### src/rtl/flag_pkg.sv
// Shared flag-register definitions: NZCV bit positions and the default flag vector type.
package flag_pkg;

  localparam int unsigned FLAG_W = 4;

  localparam int unsigned FLAG_N = 3;
  localparam int unsigned FLAG_Z = 2;
  localparam int unsigned FLAG_C = 1;
  localparam int unsigned FLAG_V = 0;

  typedef logic [FLAG_W-1:0] flags_t;

endpackage : flag_pkg

### src/rtl/flag_stack.sv
// Save/restore LIFO for the flag register: storage, occupancy, legal-op decode and
// a combinational top-of-stack read.
module flag_stack #(
  parameter int unsigned WIDTH = 4,
  parameter int unsigned DEPTH = 4,
  localparam int unsigned CntW  = $clog2(DEPTH + 1),
  localparam int unsigned AddrW = (DEPTH > 1) ? $clog2(DEPTH) : 1
) (
  input  logic             clk_i,
  input  logic             reset_i,
  input  logic             push_i,
  input  logic             pop_i,
  input  logic [WIDTH-1:0] wdata_i,
  output logic [CntW-1:0]  count_o,
  output logic             empty_o,
  output logic             full_o,
  output logic             push_ok_o,
  output logic             pop_ok_o,
  output logic [WIDTH-1:0] top_o
);

  logic [WIDTH-1:0] mem_q [2**AddrW];
  logic [CntW-1:0]  count_q, count_d;
  logic [CntW-1:0]  count_m1;
  logic [AddrW-1:0] wr_idx, rd_idx;

  assign empty_o   = (count_q == '0);
  assign full_o    = (count_q == CntW'(DEPTH));
  assign push_ok_o = push_i & ~pop_i & ~full_o;
  assign pop_ok_o  = pop_i & ~push_i & ~empty_o;

  assign count_m1 = count_q - CntW'(1);
  assign wr_idx   = count_q[AddrW-1:0];
  assign rd_idx   = count_m1[AddrW-1:0];
  assign top_o    = mem_q[rd_idx];
  assign count_o  = count_q;

  always_comb begin
    count_d = count_q;
    if (push_ok_o) begin
      count_d = count_q + CntW'(1);
    end else if (pop_ok_o) begin
      count_d = count_m1;
    end
  end

  always_ff @(posedge clk_i) begin
    if (reset_i) begin
      count_q <= '0;
    end else begin
      count_q <= count_d;
    end
  end

  // Storage is deliberately not cleared on reset; only occupancy is.
  always_ff @(posedge clk_i) begin
    if (!reset_i && push_ok_o) begin
      mem_q[wr_idx] <= wdata_i;
    end
  end

endmodule : flag_stack

### src/rtl/flag_register_bank.sv
// Condition-flag register with per-bit write enables, zero-latency next-state bypass
// and a nested save/restore stack.
module flag_register_bank
  import flag_pkg::*;
#(
  parameter int unsigned      WIDTH     = FLAG_W,
  parameter int unsigned      DEPTH     = 4,
  parameter logic [WIDTH-1:0] RESET_VAL = '0,
  localparam int unsigned     CntW      = $clog2(DEPTH + 1)
) (
  input  logic             clk,
  input  logic             reset,
  input  logic [WIDTH-1:0] d,
  input  logic [WIDTH-1:0] en,
  input  logic             push,
  input  logic             pop,
  output logic [WIDTH-1:0] q,
  output logic [WIDTH-1:0] out,
  output logic [CntW-1:0]  count,
  output logic             empty,
  output logic             full,
  output logic             err
);

  logic [WIDTH-1:0] flags_q, flags_d;
  logic [WIDTH-1:0] top;
  logic             push_ok, pop_ok;
  logic             err_q, err_d;

  flag_stack #(
    .WIDTH (WIDTH),
    .DEPTH (DEPTH)
  ) u_stack (
    .clk_i     (clk),
    .reset_i   (reset),
    .push_i    (push),
    .pop_i     (pop),
    .wdata_i   (flags_q),
    .count_o   (count),
    .empty_o   (empty),
    .full_o    (full),
    .push_ok_o (push_ok),
    .pop_ok_o  (pop_ok),
    .top_o     (top)
  );

  // ALU write enables take priority over a restore on a per-bit basis.
  always_comb begin
    flags_d = (en & d) | (~en & (pop_ok ? top : flags_q));
    err_d   = err_q | (push & ~pop & full) | (pop & ~push & empty);
  end

  always_ff @(posedge clk) begin
    if (reset) begin
      flags_q <= RESET_VAL;
      err_q   <= 1'b0;
    end else begin
      flags_q <= flags_d;
      err_q   <= err_d;
    end
  end

  assign q   = flags_q;
  assign out = flags_d;
  assign err = err_q;

endmodule : flag_register_bank

### config.mk
export PLATFORM = sky130hd
export DESIGN_NAME = flag_register_bank
export DESIGN_NICKNAME = d
export VERILOG_FILES = /design/src/rtl/flag_pkg.sv /design/src/rtl/flag_stack.sv /design/src/rtl/flag_register_bank.sv
export SDC_FILE = /design/constraint.sdc
export NUM_CORES = 1
export LEC_CHECK = 0
export CORE_MARGIN = 4
export CORE_UTILIZATION = 48
export DETAILED_ROUTE_END_ITERATION = 8
export HOLD_SLACK_MARGIN = 0.02
export PLACE_DENSITY = 0.77
export SLEW_MARGIN = 25
export SYNTH_ARGS = -nofsm -noshare
export SYNTH_HDL_FRONTEND = slang
export SYNTH_SLANG_ARGS = --single-unit
### constraint.sdc
create_clock -name clk -period 3.1 [get_ports clk]
set_input_delay 0.62 -clock clk [delete_from_list [all_inputs] [get_ports clk]]
set_output_delay 0.62 -clock clk [all_outputs]
set_load 0.02 [all_outputs]
Word-level counts from Yosys, hierarchy flattened
Memory sizes are Yosys's and may differ from the RTL's.
Index checks and enable logic that the tools add are counted.
- reduce and logical (&&, ||, !) cells: 4
- equality and inequality tests: 1
- mux-type cells: 5
- $add $sub $neg: 2
- bitwise operators: 16
- operator list (operator ; count):
    AND 4 bit ; 2
    AND 1 bit ; 6
    two-way mux 3 bit ; 2
    two-way mux 4 bit ; 1
    NOT 1 bit ; 4
    NOT 4 bit ; 1
    bitwise OR 4 bit ; 1
    adder 3 x 1 -> 3 bit (second input constant) ; 1
    == test 3 bit (second input constant) ; 1
    logical NOT 3 bit ; 1
    subtractor 3 x 1 -> 3 bit (second input constant) ; 1
    two-way mux 1 bit ; 2
    bitwise OR 1 bit ; 2
    nonzero test 2 bit ; 1
    logical AND 1 bit ; 1
    logical NOT 1 bit ; 1
- RAM bits: 16
- flip-flop bits (word level): 8
- input bits: 12
- memories kept: 1
- logic and storage cells: 32
- output and inout port bits: 14
- memories (memory ; words ; bits a word ; rd ports ; clocked after memory_dff ; wr ports ; line ; source):
    u_stack.mem_q ; 4 ; 4 ; 1 ; 0 ; 1 ; flag_stack.sv:22 ; logic [WIDTH-1:0] mem_q [2**AddrW];

Longest topological paths before layout
- word-level depth: 6
- depth in mapped cells: 9
- depth with buffers taken out: 7

Cells and area by module
From an unflattened synthesis, not the netlist that was laid out.
- cell total of the unflattened synthesis: 84
- area, all modules: 1144.8 sq um
- modules (own cells, without submodules) (module ; times used ; area each (sq um) ; sequential area each (sq um) ; cells an instance):
    flag_stack ; 1 ; 884.6 ; 540.5 ; 54
    flag_register_bank ; 1 ; 260.2 ; 100.1 ; 30

Least setup slack after synthesis
Ideal clock, no wire load.
- kind: flip-flop to output port
- start point: register u_stack.count_q[0] (netlist: u_stack.count_o[0])
- end point: output port out[0]
- data required time: 2480 ps
- path buffers: 1
- arrival time: 2163 ps
- cell stages (with the launch flop): 9
- setup slack: 317 ps
- cell sequence: dfxtp_1 -> buf_6 -> inv_1 -> ha_1 -> ha_1 -> or3b_4 -> nor2b_1 -> a211oi_2 -> nor2_1
- longest elaborated chain between the ends: 6
- elaborated cells between the ends (all ways): 8
- classes of those cells: 1 x add/sub; 1 x mux; 4 x bitwise; 1 x reduce/logical; 1 x memory
- RTL lines (what ; line ; source):
    start: declaration ; flag_stack.sv:23 ; logic [CntW-1:0] count_q, count_d;
    start signal: assignment ; flag_stack.sv:51 ; count_q <= count_d;
    logical NOT 3 bit ; flag_stack.sv:27 ; assign empty_o = (count_q == '0);
    via empty ; flag_register_bank.sv:20 ; output logic empty,
    NOT 1 bit ; flag_stack.sv:30 ; assign pop_ok_o = pop_i & ~push_i & ~empty_o;
    AND 1 bit ; flag_stack.sv:30 ;
    two-way mux 4 bit ; flag_register_bank.sv:49 ; flags_d = (en & d) | (~en & (pop_ok ? top : flags_q));
    AND 4 bit ; flag_register_bank.sv:49 ;
    bitwise OR 4 bit ; flag_register_bank.sv:49 ;
    end: declaration ; flag_register_bank.sv:18 ; output logic [WIDTH-1:0] out,
The timed path passes the listed nets, and every way through them passes these cells.

Final worst setup path
- start point: register u_stack.count_q[0] (netlist: u_stack.count_o[0])
- end point: output port out[2]
- longest elaborated chain between the ends: 6
- elaborated cells between the ends (all ways): 8
- classes of those cells: 1 x add/sub; 1 x mux; 4 x bitwise; 1 x reduce/logical; 1 x memory
- RTL lines (what ; line):
    parallel branches: the longest is 3 deep, another holds memory read (4 x 4 bit) ; -
    two-way mux 4 bit (*) ; flag_register_bank.sv:49
    AND 4 bit (*) ; flag_register_bank.sv:49
    bitwise OR 4 bit (*) ; flag_register_bank.sv:49
Mark *: on every way between the ends.

==> summary.md <==
| Metric | Value |
|---|---|
| Core Rows | 17 |
| Commonest cells after routing, fill and taps aside | 21 x clkdlybuf4s50_1, 16 x edfxtp_1, 10 x nor2b_1 |
| Final worst path period need | 2.92 ns |
| Max Fclk | 343 MHz |
| Crit path DAT | 2.30 ns |
| Cell Area, Synth | 1130 um^2 |
| Final nets | 134 |
| Post-Syn Nets | 103 |
| Worst path most repeated cell | ha_1 |
| Total CTS buffers | 3 |
| Sink Count | 24 |
| Detailed Place HPWL | 1.60 mm |
| I/O pins | 26 |
| DR WL/cell | 15.3 um |
| Status | completed |
| First-pass GRT wire length | 3.75 mm |
| Logic gate share of total power | 22.7% |
| RSZ-0062 raised after global routing | no |
| Clk_skew | 0.00334 ns |
| Critical Path RT | 2.48 ns |
| Post-cts hold buffer count | 0 |
| Class of the worst hold path | reg2reg |
| P_int | 574 uW |
| DR vias/cell | 5.15 |
| CTS tree | yes |
| Overall power | 761 uW |
| Core box area | 2230 um^2 |
| Diodes inserted | 0 |
| Cell count after synthesis | 85 |
| Seq pwr share | 48.2% |
| Worst path slowest cell | or3b_4 |
| Initial antenna violation count | 0 |
| Synth Register Bits | 24 |
| CP cell instances | inv_1, ha_1, ha_1, or3b_4, nor2b_1, a211oi_2, nor2_1, clkdlybuf4s15_1 |
| Hold slack final | 0.550 ns |
| Vias in the first global route | 789 |
| Total setup buffers inserted after CTS | 0 |
| Final setup fails | 0 |
| Max-slew violation count | 0 |
| Crit path capture type | output pin |
| Crit path largest cell delay | 0.48 ns |
| Remaining DRCs | 0 |
| Vias | 736 |
| Mean post-synth cell area | 13.3 um^2 |
| Fraction of power spent switching nets | 24.7% |
| Gr usage total | 15.4% |
| Worst-Skew Late Latency | 0.31 ns |
| Final antenna-violating net count | 0 |
| Maximum number of pins on one net before global-route repair | 15 |
| Clock share of power | 29.1% |
| CTS HTree Levels | 1 |
| Crit path launch type | register |
| Max Cap Violations | 0 |
| Register area share after synthesis | 56.7% |
| Slew headroom | 73.6% |
| Final Cycle Share | 94.2% |
| Layout cells sized above 1 | 19.1% |
| Switching power | 188 uW |
| Design Area, Final | 1460 um^2 |
| Placer congestion estimate | 0.790 |
| Final Hold Viols | 0 |
| IR drop worst, VDD | 0.353 mV |
| WL final | 2.19 mm |
| Die height | 56.5 um |
| Leakage power | 0.518 nW |
| Initial Util | 50.6% |
| Flop-to-flop setup slack | 1.15 ns |
| WS Path Type | reg2out |
| Grt ovf | 0 |
| Setup Slack @ Placement | -0.112 ns |
| Clock Tree Root | clkbuf_4 |
| DIE AREA | 3190 um^2 |
| DRT Pass-1 Iters | 4 |
| Yosys cell types | 22 |
| Synth warn | 0 |
| Width of the die | 56.5 um |
| Commonest non-fill, non-tap cell in the layout | clkdlybuf4s50_1 |
| Clock transition at path regs | 0.13 ns |
| Syn-to-layout area delta | 28.9% |
| CP Max Fanout | 9 |
| Power Density | 523 nW/um^2 |
| IO buf count | 25 |
| Fin util | 65.2% |
| CTS max path bufs | 2 |
| DP Area | 1420 um^2 |
| Slack of the critical path | 0.180 ns |
| Initial DRC Count | 16 |
| Tightest Pin Transition | 0.395 ns |
[registers in the layout, indices dropped and copies added, names as in the netlist]
| register | count |
|---|---|
| q | 4 |
| err | 1 |
| u_stack.mem_q | 16 |
| u_stack.count_o | 3 |
[cell type report]
cell class              count  area, um^2
multi-input cells          54         448
fillers                   169         777
well taps                  28        35.0
clock inverters             1        30.0
flip-flops and latches     24         641
clock buffers               3        22.5
repair buffers             29         265
inverters                   4        15.0
[path summary, 6_finish.rpt]
| kind | to | from | depth (start not counted) |
|---|---|---|---|
| max | out[2] | u_stack.count_o[0] | 8 |
| min | u_stack.mem_q[0][1] | q[1] | 0 |
| max reg2reg | u_stack.count_o[1] | u_stack.count_o[0] | 7 |
| min reg2reg | u_stack.mem_q[0][1] | q[1] | 0 |
[power by group through the flow]
stage	Combinational (mW)	Sequential, mW	Clock (mW)
2_1_floorplan	0.0925	0.385	0
3_3_place_gp	0.174	0.373	0
3_5_place_dp	0.178	0.374	0
4_1_cts	0.176	0.367	0.225
5_1_grt	0.189	0.369	0.242
6_report	0.173	0.367	0.222
[worst max-delay path, delay by kind of cell, from the launching register on]
family	cells	cell delay [ns]
buf+inv	2	0.38
simple gates	3	0.76
flops	1	0.35
compound gates	1	0.06
fa+ha+maj	2	0.43
[stage by stage]
stage / std cells / setup TNS (ns)
2_1_floorplan: 85 / 0
3_3_place_gp: 139 / -0.195
3_5_place_dp: 139 / -0.353
4_1_cts: 143 / 0
5_1_grt: 143 / 0
6_report: 143 / 0
[cell families (layout without fill, tap and decap cells)]
logic type / after synthesis / count (layout) / share of synthesized area (%)
adders and majority gates: 6 / 6 / 6.64
muxes: 5 / 5 / 8.97
buffers and inverters: 7 / 37 / 3.65
AOI/OAI and AO/OA: 13 / 13 / 9.19
and+or+nand+nor: 30 / 30 / 14.8
DFF: 24 / 24 / 56.7
[layer usage]
metal  routed length, um  global-route usage (%)  vias to the layer above
li1                    -                       -                      369
met1                 970                    19.8                      348
met2                1110                    25.7                       15
met3                  68                    2.53                        4
met4                  34                    6.10                        0
met5                   0                       0                        -
[repair_timing]
action                     in CTS  in global routing
setup endpoints to repair       4                  4
gates resized for setup         4                  7
hold endpoints to repair        0                  0
pin swaps                       0                  0
[synthesized netlist by cell type]
master | n | area share (%)
edfxtp_1 | 16 | 43
nand3_1 | 1 | 0.44
nand2_1 | 1 | 0.33
a21oi_1 | 4 | 1.8
mux4_2 | 4 | 8.0
or3b_4 | 1 | 1.0
dfxtp_1 | 8 | 14
o211ai_1 | 1 | 0.66
nand2b_1 | 1 | 0.55
and2_1 | 5 | 2.8
nor2_1 | 6 | 2.0
ha_1 | 6 | 6.6
clkbuf_1 | 1 | 0.33
o21ai_0 | 1 | 0.44
nor2b_1 | 10 | 5.5
a21o_2 | 1 | 0.78
a211oi_2 | 4 | 4.4
mux2_2 | 1 | 1.0
inv_1 | 4 | 1.3
buf_6 | 2 | 2.0
a31oi_1 | 2 | 1.1
nor3_1 | 5 | 2.2
(Power assumes the default switching activity.)
